$ cat src/rtl/writeback_register_file_if.sv
// Signal bundle between the MEM/WB pipeline boundary and the writeback register file.
// Also carries a retired-counter preload used by debug and test access.
interface writeback_register_file_if;
    logic        wb_valid_i;
    logic [31:0] data_read_i;
    logic [31:0] alu_result_i;
    logic [31:0] pc_plus4_i;
    logic [4:0]  write_reg_i;
    logic [1:0]  mem_to_reg_i;
    logic        reg_write_i;
    logic [2:0]  load_type_i;
    logic [4:0]  rs1_addr_i;
    logic [4:0]  rs2_addr_i;
    logic        cnt_load_i;
    logic [31:0] cnt_load_val_i;
    logic [31:0] rs1_data_o;
    logic [31:0] rs2_data_o;
    logic [31:0] wb_data_o;
    logic        wb_we_o;
    logic [31:0] retired_count_o;

    modport master (
        output wb_valid_i, data_read_i, alu_result_i, pc_plus4_i, write_reg_i,
               mem_to_reg_i, reg_write_i, load_type_i, rs1_addr_i, rs2_addr_i,
               cnt_load_i, cnt_load_val_i,
        input  rs1_data_o, rs2_data_o, wb_data_o, wb_we_o, retired_count_o
    );

    modport slave (
        input  wb_valid_i, data_read_i, alu_result_i, pc_plus4_i, write_reg_i,
               mem_to_reg_i, reg_write_i, load_type_i, rs1_addr_i, rs2_addr_i,
               cnt_load_i, cnt_load_val_i,
        output rs1_data_o, rs2_data_o, wb_data_o, wb_we_o, retired_count_o
    );
endinterface

$ cat src/rtl/writeback_register_file.sv
// RV32I writeback stage: load alignment, writeback select, 32x32 register file
// with write-through bypass on both read ports, and a retired-instruction counter.
module writeback_register_file (
    input  logic                        clk_i,
    input  logic                        reset_i,
    writeback_register_file_if.slave    bus
);
    localparam logic [2:0] LD_LB  = 3'b000;
    localparam logic [2:0] LD_LH  = 3'b001;
    localparam logic [2:0] LD_LW  = 3'b010;
    localparam logic [2:0] LD_LBU = 3'b100;
    localparam logic [2:0] LD_LHU = 3'b101;

    localparam logic [1:0] WB_ALU  = 2'b00;
    localparam logic [1:0] WB_LOAD = 2'b01;
    localparam logic [1:0] WB_LINK = 2'b10;

    logic [31:0] regs_q [32];
    logic [31:0] regs_d [32];
    logic [31:0] retired_count_q;
    logic [31:0] retired_count_d;

    logic [7:0]  ld_byte;
    logic [15:0] ld_half;
    logic [31:0] ld_data;
    logic [31:0] wb_data;
    logic        wb_we;
    logic [31:0] rs1_data;
    logic [31:0] rs2_data;

    always_comb begin
        ld_byte = 8'h00;
        case (bus.alu_result_i[1:0])
            2'd0:    ld_byte = bus.data_read_i[7:0];
            2'd1:    ld_byte = bus.data_read_i[15:8];
            2'd2:    ld_byte = bus.data_read_i[23:16];
            default: ld_byte = bus.data_read_i[31:24];
        endcase
        // Misaligned halfwords are not trapped; only bit 1 picks the half.
        ld_half = bus.alu_result_i[1] ? bus.data_read_i[31:16] : bus.data_read_i[15:0];

        ld_data = 32'h0;
        case (bus.load_type_i)
            LD_LB:   ld_data = {{24{ld_byte[7]}}, ld_byte};
            LD_LH:   ld_data = {{16{ld_half[15]}}, ld_half};
            LD_LW:   ld_data = bus.data_read_i;
            LD_LBU:  ld_data = {24'h0, ld_byte};
            LD_LHU:  ld_data = {16'h0, ld_half};
            default: ld_data = 32'h0;
        endcase
    end

    always_comb begin
        wb_data = 32'h0;
        case (bus.mem_to_reg_i)
            WB_ALU:  wb_data = bus.alu_result_i;
            WB_LOAD: wb_data = ld_data;
            WB_LINK: wb_data = bus.pc_plus4_i;
            default: wb_data = 32'h0;
        endcase

        wb_we = bus.wb_valid_i & bus.reg_write_i & (bus.write_reg_i != 5'd0)
              & (bus.mem_to_reg_i != 2'b11) & ~reset_i;
    end

    always_comb begin
        for (int i = 0; i < 32; i++) begin
            regs_d[i] = regs_q[i];
        end
        if (reset_i) begin
            for (int i = 0; i < 32; i++) begin
                regs_d[i] = 32'h0;
            end
        end else if (wb_we) begin
            for (int i = 1; i < 32; i++) begin
                if (bus.write_reg_i == i[4:0]) begin
                    regs_d[i] = wb_data;
                end
            end
        end
        regs_d[0] = 32'h0;
    end

    always_comb begin
        retired_count_d = retired_count_q;
        if (reset_i) begin
            retired_count_d = 32'h0;
        end else if (bus.cnt_load_i) begin
            retired_count_d = bus.cnt_load_val_i;
        end else if (bus.wb_valid_i) begin
            retired_count_d = retired_count_q + 32'd1;
        end
    end

    // Bypass requires wb_we, which already excludes x0 and reset.
    always_comb begin
        rs1_data = 32'h0;
        rs2_data = 32'h0;
        if (!reset_i) begin
            if (wb_we && (bus.rs1_addr_i == bus.write_reg_i)) begin
                rs1_data = wb_data;
            end else if (bus.rs1_addr_i != 5'd0) begin
                rs1_data = regs_q[bus.rs1_addr_i];
            end
            if (wb_we && (bus.rs2_addr_i == bus.write_reg_i)) begin
                rs2_data = wb_data;
            end else if (bus.rs2_addr_i != 5'd0) begin
                rs2_data = regs_q[bus.rs2_addr_i];
            end
        end
    end

    always_ff @(posedge clk_i) begin
        for (int i = 0; i < 32; i++) begin
            regs_q[i] <= regs_d[i];
        end
        retired_count_q <= retired_count_d;
    end

    assign bus.rs1_data_o      = rs1_data;
    assign bus.rs2_data_o      = rs2_data;
    assign bus.wb_data_o       = wb_data;
    assign bus.wb_we_o         = wb_we;
    assign bus.retired_count_o = retired_count_q;
endmodule

$ cat src/flat_wrapper.sv
// flat-port wrapper written by rule: the top's interface ports become plain ports
module writeback_register_file_flat 
  (clk_i, reset_i, bus_wb_valid_i, bus_data_read_i, bus_alu_result_i, bus_pc_plus4_i, bus_write_reg_i, bus_mem_to_reg_i, bus_reg_write_i, bus_load_type_i, bus_rs1_addr_i, bus_rs2_addr_i, bus_cnt_load_i, bus_cnt_load_val_i, bus_rs1_data_o, bus_rs2_data_o, bus_wb_data_o, bus_wb_we_o, bus_retired_count_o);
  writeback_register_file_if bus_i ();
  input  logic clk_i;
  input  logic reset_i;
  input wire logic [$bits(bus_i.wb_valid_i)-1:0] bus_wb_valid_i;
  input wire logic [$bits(bus_i.data_read_i)-1:0] bus_data_read_i;
  input wire logic [$bits(bus_i.alu_result_i)-1:0] bus_alu_result_i;
  input wire logic [$bits(bus_i.pc_plus4_i)-1:0] bus_pc_plus4_i;
  input wire logic [$bits(bus_i.write_reg_i)-1:0] bus_write_reg_i;
  input wire logic [$bits(bus_i.mem_to_reg_i)-1:0] bus_mem_to_reg_i;
  input wire logic [$bits(bus_i.reg_write_i)-1:0] bus_reg_write_i;
  input wire logic [$bits(bus_i.load_type_i)-1:0] bus_load_type_i;
  input wire logic [$bits(bus_i.rs1_addr_i)-1:0] bus_rs1_addr_i;
  input wire logic [$bits(bus_i.rs2_addr_i)-1:0] bus_rs2_addr_i;
  input wire logic [$bits(bus_i.cnt_load_i)-1:0] bus_cnt_load_i;
  input wire logic [$bits(bus_i.cnt_load_val_i)-1:0] bus_cnt_load_val_i;
  output wire logic [$bits(bus_i.rs1_data_o)-1:0] bus_rs1_data_o;
  output wire logic [$bits(bus_i.rs2_data_o)-1:0] bus_rs2_data_o;
  output wire logic [$bits(bus_i.wb_data_o)-1:0] bus_wb_data_o;
  output wire logic [$bits(bus_i.wb_we_o)-1:0] bus_wb_we_o;
  output wire logic [$bits(bus_i.retired_count_o)-1:0] bus_retired_count_o;
  assign bus_i.wb_valid_i = bus_wb_valid_i;
  assign bus_i.data_read_i = bus_data_read_i;
  assign bus_i.alu_result_i = bus_alu_result_i;
  assign bus_i.pc_plus4_i = bus_pc_plus4_i;
  assign bus_i.write_reg_i = bus_write_reg_i;
  assign bus_i.mem_to_reg_i = bus_mem_to_reg_i;
  assign bus_i.reg_write_i = bus_reg_write_i;
  assign bus_i.load_type_i = bus_load_type_i;
  assign bus_i.rs1_addr_i = bus_rs1_addr_i;
  assign bus_i.rs2_addr_i = bus_rs2_addr_i;
  assign bus_i.cnt_load_i = bus_cnt_load_i;
  assign bus_i.cnt_load_val_i = bus_cnt_load_val_i;
  assign bus_rs1_data_o = bus_i.rs1_data_o;
  assign bus_rs2_data_o = bus_i.rs2_data_o;
  assign bus_wb_data_o = bus_i.wb_data_o;
  assign bus_wb_we_o = bus_i.wb_we_o;
  assign bus_retired_count_o = bus_i.retired_count_o;
  writeback_register_file u_core (.clk_i(clk_i), .reset_i(reset_i), .bus(bus_i));
endmodule
$ cat config.mk
export PLATFORM = sky130hd
export DESIGN_NAME = writeback_register_file_flat
export DESIGN_NICKNAME = d
export VERILOG_FILES = /design/src/rtl/writeback_register_file_if.sv /design/src/rtl/writeback_register_file.sv /design/src/flat_wrapper.sv
export SDC_FILE = /design/constraint.sdc
export NUM_CORES = 2
export LEC_CHECK = 0
export CORE_MARGIN = 5
export CORE_UTILIZATION = 60
export DETAILED_ROUTE_END_ITERATION = 10
export PLACE_DENSITY_LB_ADDON = 0.3
export SLEW_MARGIN = 40
export SYNTH_ARGS = -nofsm -noshare
export SYNTH_HDL_FRONTEND = slang
export SYNTH_SLANG_ARGS = --single-unit
$ cat constraint.sdc
create_clock -name clk_i -period 4.59 [get_ports clk_i]
set_input_delay 0.918 -clock clk_i [delete_from_list [all_inputs] [get_ports clk_i]]
set_output_delay 0.918 -clock clk_i [all_outputs]
set_load 0.03 [all_outputs]
==> results_dict.tcl <==
set metrics [dict create \
    htree_levels 3 \
    crit_arrival_ps 3700 \
    start_kind "input pin" \
    max_cap_violations 0 \
    coreArea_um2 83400 \
    dp_hpwl_um 113000 \
    r2r_cells 6 \
    drv_slew 0 \
    post_cts_buffers 0 \
    drt-total-wl_um 180000 \
    crit_path_end_kind "output pin" \
    antenna_left 0 \
    netlist_top_cells_area "edfxtp_1 (59%), mux4_2 (19%), mux2i_1 (2.5%)" \
    synth_flop_cell "edfxtp_1" \
    grt_usage 0.397 \
    place_congestion 0.954 \
    drt_iter0_drc 6191 \
    placed_cells 4345 \
    crit_required_ps 3670 \
    num_rows 106 \
    grt_antenna_before_repair 2 \
    synth_top_area_cell "edfxtp_1" \
    overflow 0 \
    clock_power_share 0.348 \
    die_w_um 299 \
    finalSetupTns_ps -50.4 \
    hold_path_end "u_core.bus.retired_count_o[31]$_SDFFE_PP0P_" \
    dpl_cell_area_um2 57100 \
    cts_tree "built" \
    die_height_um 299 \
    final_cells 4541 \
    timing.hold.ws_ps 517 \
    port_buffers 281 \
    grt_max_degree 95 \
    finalHoldViolCount 0 \
    path_class "in -> out" \
    fmax_mhz 217 \
    nets 3524 \
    final_cell_area_um2 60500 \
    wl_per_cell_um 39.7 \
    p_leak_nw 20.9 \
    area_growth_pct 20.3 \
    worstHoldStart "u_core.bus.retired_count_o[31]$_SDFFE_PP0P_" \
    p_sw_frac 0.260 \
    finalSetupViolCount 2 \
    synthArstFlopShare 0 \
    layout_setup_ws_ps -28.0 \
    routed_via_density 7.80 \
    die_area_um2 89700 \
    pre_cts_ws_ps -85.6 \
    via_count 35400 \
    syn-num-nets 3096 \
    synth.avg_cell_area_um2 17.1 \
    grt_pass1_wl_um 255000 \
    r2r_slack_ps 2220 \
    min_period_over_period 1.01 \
    internal_power_mw 17.7 \
    seqPwrFrac 0.483 \
    p_per_area_nw_per_um2 396 \
    ys_warn_count 0 \
    synth_top_area_share 0.592 \
    rsz0062_at_grt "no" \
    worst_pin_slew_ps 880 \
    dr.pass1.iters 9 \
    ys_seq_area_frac 0.605 \
    cts.path.max_buffers 3 \
    worstSkewPairLatency_ps 670 \
    yosysMostFrequentCell "edfxtp_1" \
    ys_top_cells_by_count "edfxtp_1 (992), mux4_2 (425), nor2_1 (137), mux2i_1 (125), nand2_1 (102)" \
    clockRootBuffer "clkbuf_16" \
    min_path_type "reg -> reg" \
    fin_crit_ps 4620 \
    cts_sinks 1024 \
    hold_buffers 0 \
    cp_max_fo 6 \
    syn_inst 2942 \
    violations "setup timing" \
    synth_edf_count 992 \
    ir_worst_vdd_v 0.000310 \
    switchingPower_mw 6.22 \
    synth_area_um2 50300 \
    ios 282 \
    slowest_stage "clkdlybuf4s50_1" \
    reg2reg_to "u_core.bus.retired_count_o[28]$_SDFFE_PP0P_" \
    reg2reg_from "u_core.bus.retired_count_o[0]$_SDFFE_PP0P_" \
    synth_seq_cells 1024 \
    drive_gt1_frac 0.319 \
    drc 0 \
    combPwrFrac 0.170 \
    synth.distinct_cells 78 \
    cts.clk_slew.worst_paths_ps 60 \
    grt_pass1_vias 35800 \
    whs_path_depth 2 \
    timing.slew.headroom 0.414 \
    cp_cell_sequence "clkdlybuf4s50_1, nor3_1, a221oi_2, nand4bb_1, nand3_1, buf_4, nor2_1, a211o_1, buf_12" \
    cts_buffers 103 \
    cpPeakStageDelay_ps 550 \
    skew_ps 15.1 \
    initial_core_util 0.603 \
    status "complete, but fails checks" \
]
[sequential cells by signal (all words and copies together), names as in the netlist]
| name | count |
|---|---|
| u_core.bus.retired_count_o | 32 |
| u_core.regs_q | 992 |
[critical path, delay by kind of cell]
kind            cells  cell delay (ps)
simple gates        4             1370
buf+inv             3              990
compound gates      2              400
[routing by layer]
metal | share of wire | track usage | vias to the layer above
met1 | 0.32 | 0.505 | 17600
met3 | 0.17 | 0.154 | 811
li1 | - | - | 13300
met5 | 0.0017 | 0.0114 | -
met2 | 0.44 | 0.596 | 3724
met4 | 0.068 | 0.209 | 6
[power by group through the flow]
stage          registers (mW)  clock network (mW)  logic (mW)
6_report                 11.6                8.33        4.07
5_1_grt                  11.6                8.73        4.17
4_1_cts                  11.5                8.33        3.96
3_5_place_dp             11.7                   0        3.93
3_3_place_gp             11.6                   0        3.86
2_1_floorplan            11.6                   0        2.18
[placed cells by master (no fill, tap or decap), types with 14 or more instances in the layout]
| cell type | count |
|---|---|
| nor2b_1 | 21 |
| mux4_2 | 425 |
| a21oi_1 | 68 |
| a221oi_1 | 59 |
| mux2_2 | 75 |
| nand2b_1 | 15 |
| clkinv_1 | 28 |
| nand4_1 | 23 |
| clkinv_2 | 22 |
| a22oi_1 | 78 |
| and3_1 | 14 |
| nor2_1 | 134 |
| edfxtp_1 | 992 |
| inv_1 | 34 |
| o21bai_4 | 16 |
| a211oi_1 | 17 |
| nor4_1 | 15 |
| clkbuf_1 | 22 |
| nand2_1 | 102 |
| o22a_1 | 28 |
| buf_12 | 154 |
| clkbuf_16 | 106 |
| mux4_1 | 18 |
| clkdlybuf4s50_1 | 172 |
| mux2i_1 | 125 |
| dfxtp_1 | 32 |
| nand3_1 | 47 |
| buf_4 | 233 |
| xor2_1 | 26 |
| o21ai_0 | 59 |
| o22ai_1 | 45 |
| nor3_1 | 28 |
[through the flow]
stage | utilization | power (mW)
after CTS | 0.724 | 23.8
after floorplan | - | 13.8
after detailed placement | 0.685 | 15.6
after global routing | 0.725 | 24.5
after global placement | 0.685 | 15.4
final | 0.725 | 24.0
[repair_timing]
| item | in CTS | in global routing |
|---|---|---|
| resized for setup | 3 | 7 |
| pin swaps | 0 | 0 |
| endpoints found under the setup margin | 4 | 12 |
[layout make-up]
class | instances | area, um^2
Sequential cell | 1024 | 30400
Clock buffer | 128 | 2740
Timing Repair Buffer | 568 | 6650
Fill cell | 4905 | 23000
Clock inverter | 65 | 581
Multi-Input combinational cell | 1636 | 18600
Antenna cell | 3 | 7.51
Tap cell | 1080 | 1350
Inverter | 37 | 139
[logic make-up after synthesis]
| family | share of synthesized area |
|---|---|
| flops | 0.605 |
| mux | 0.241 |
| fa+ha+maj | 0.000249 |
| simple gates | 0.0438 |
| compound gates | 0.0722 |
| buf+inv | 0.0307 |
| xor+xnor | 0.00644 |
[how the worst max path moves through the flow]
stage                              from                              to  slack (ps)  depth (start not counted)
detailed placement   bus_load_type_i[0]              bus_rs1_data_o[13]         -90                          8
floorplan           bus_mem_to_reg_i[1]  u_core.regs_q[14][0]$_DFFE_PP_         450                          6
CTS                 bus_alu_result_i[0]              bus_rs2_data_o[13]           1                          8
finish               bus_write_reg_i[4]               bus_rs2_data_o[1]         -30                          9
global placement    bus_alu_result_i[0]              bus_rs1_data_o[13]         -40                          8
global route         bus_write_reg_i[4]               bus_rs1_data_o[8]         0.6                          9
No activity file was read; power rests on OpenSTA's default activity.
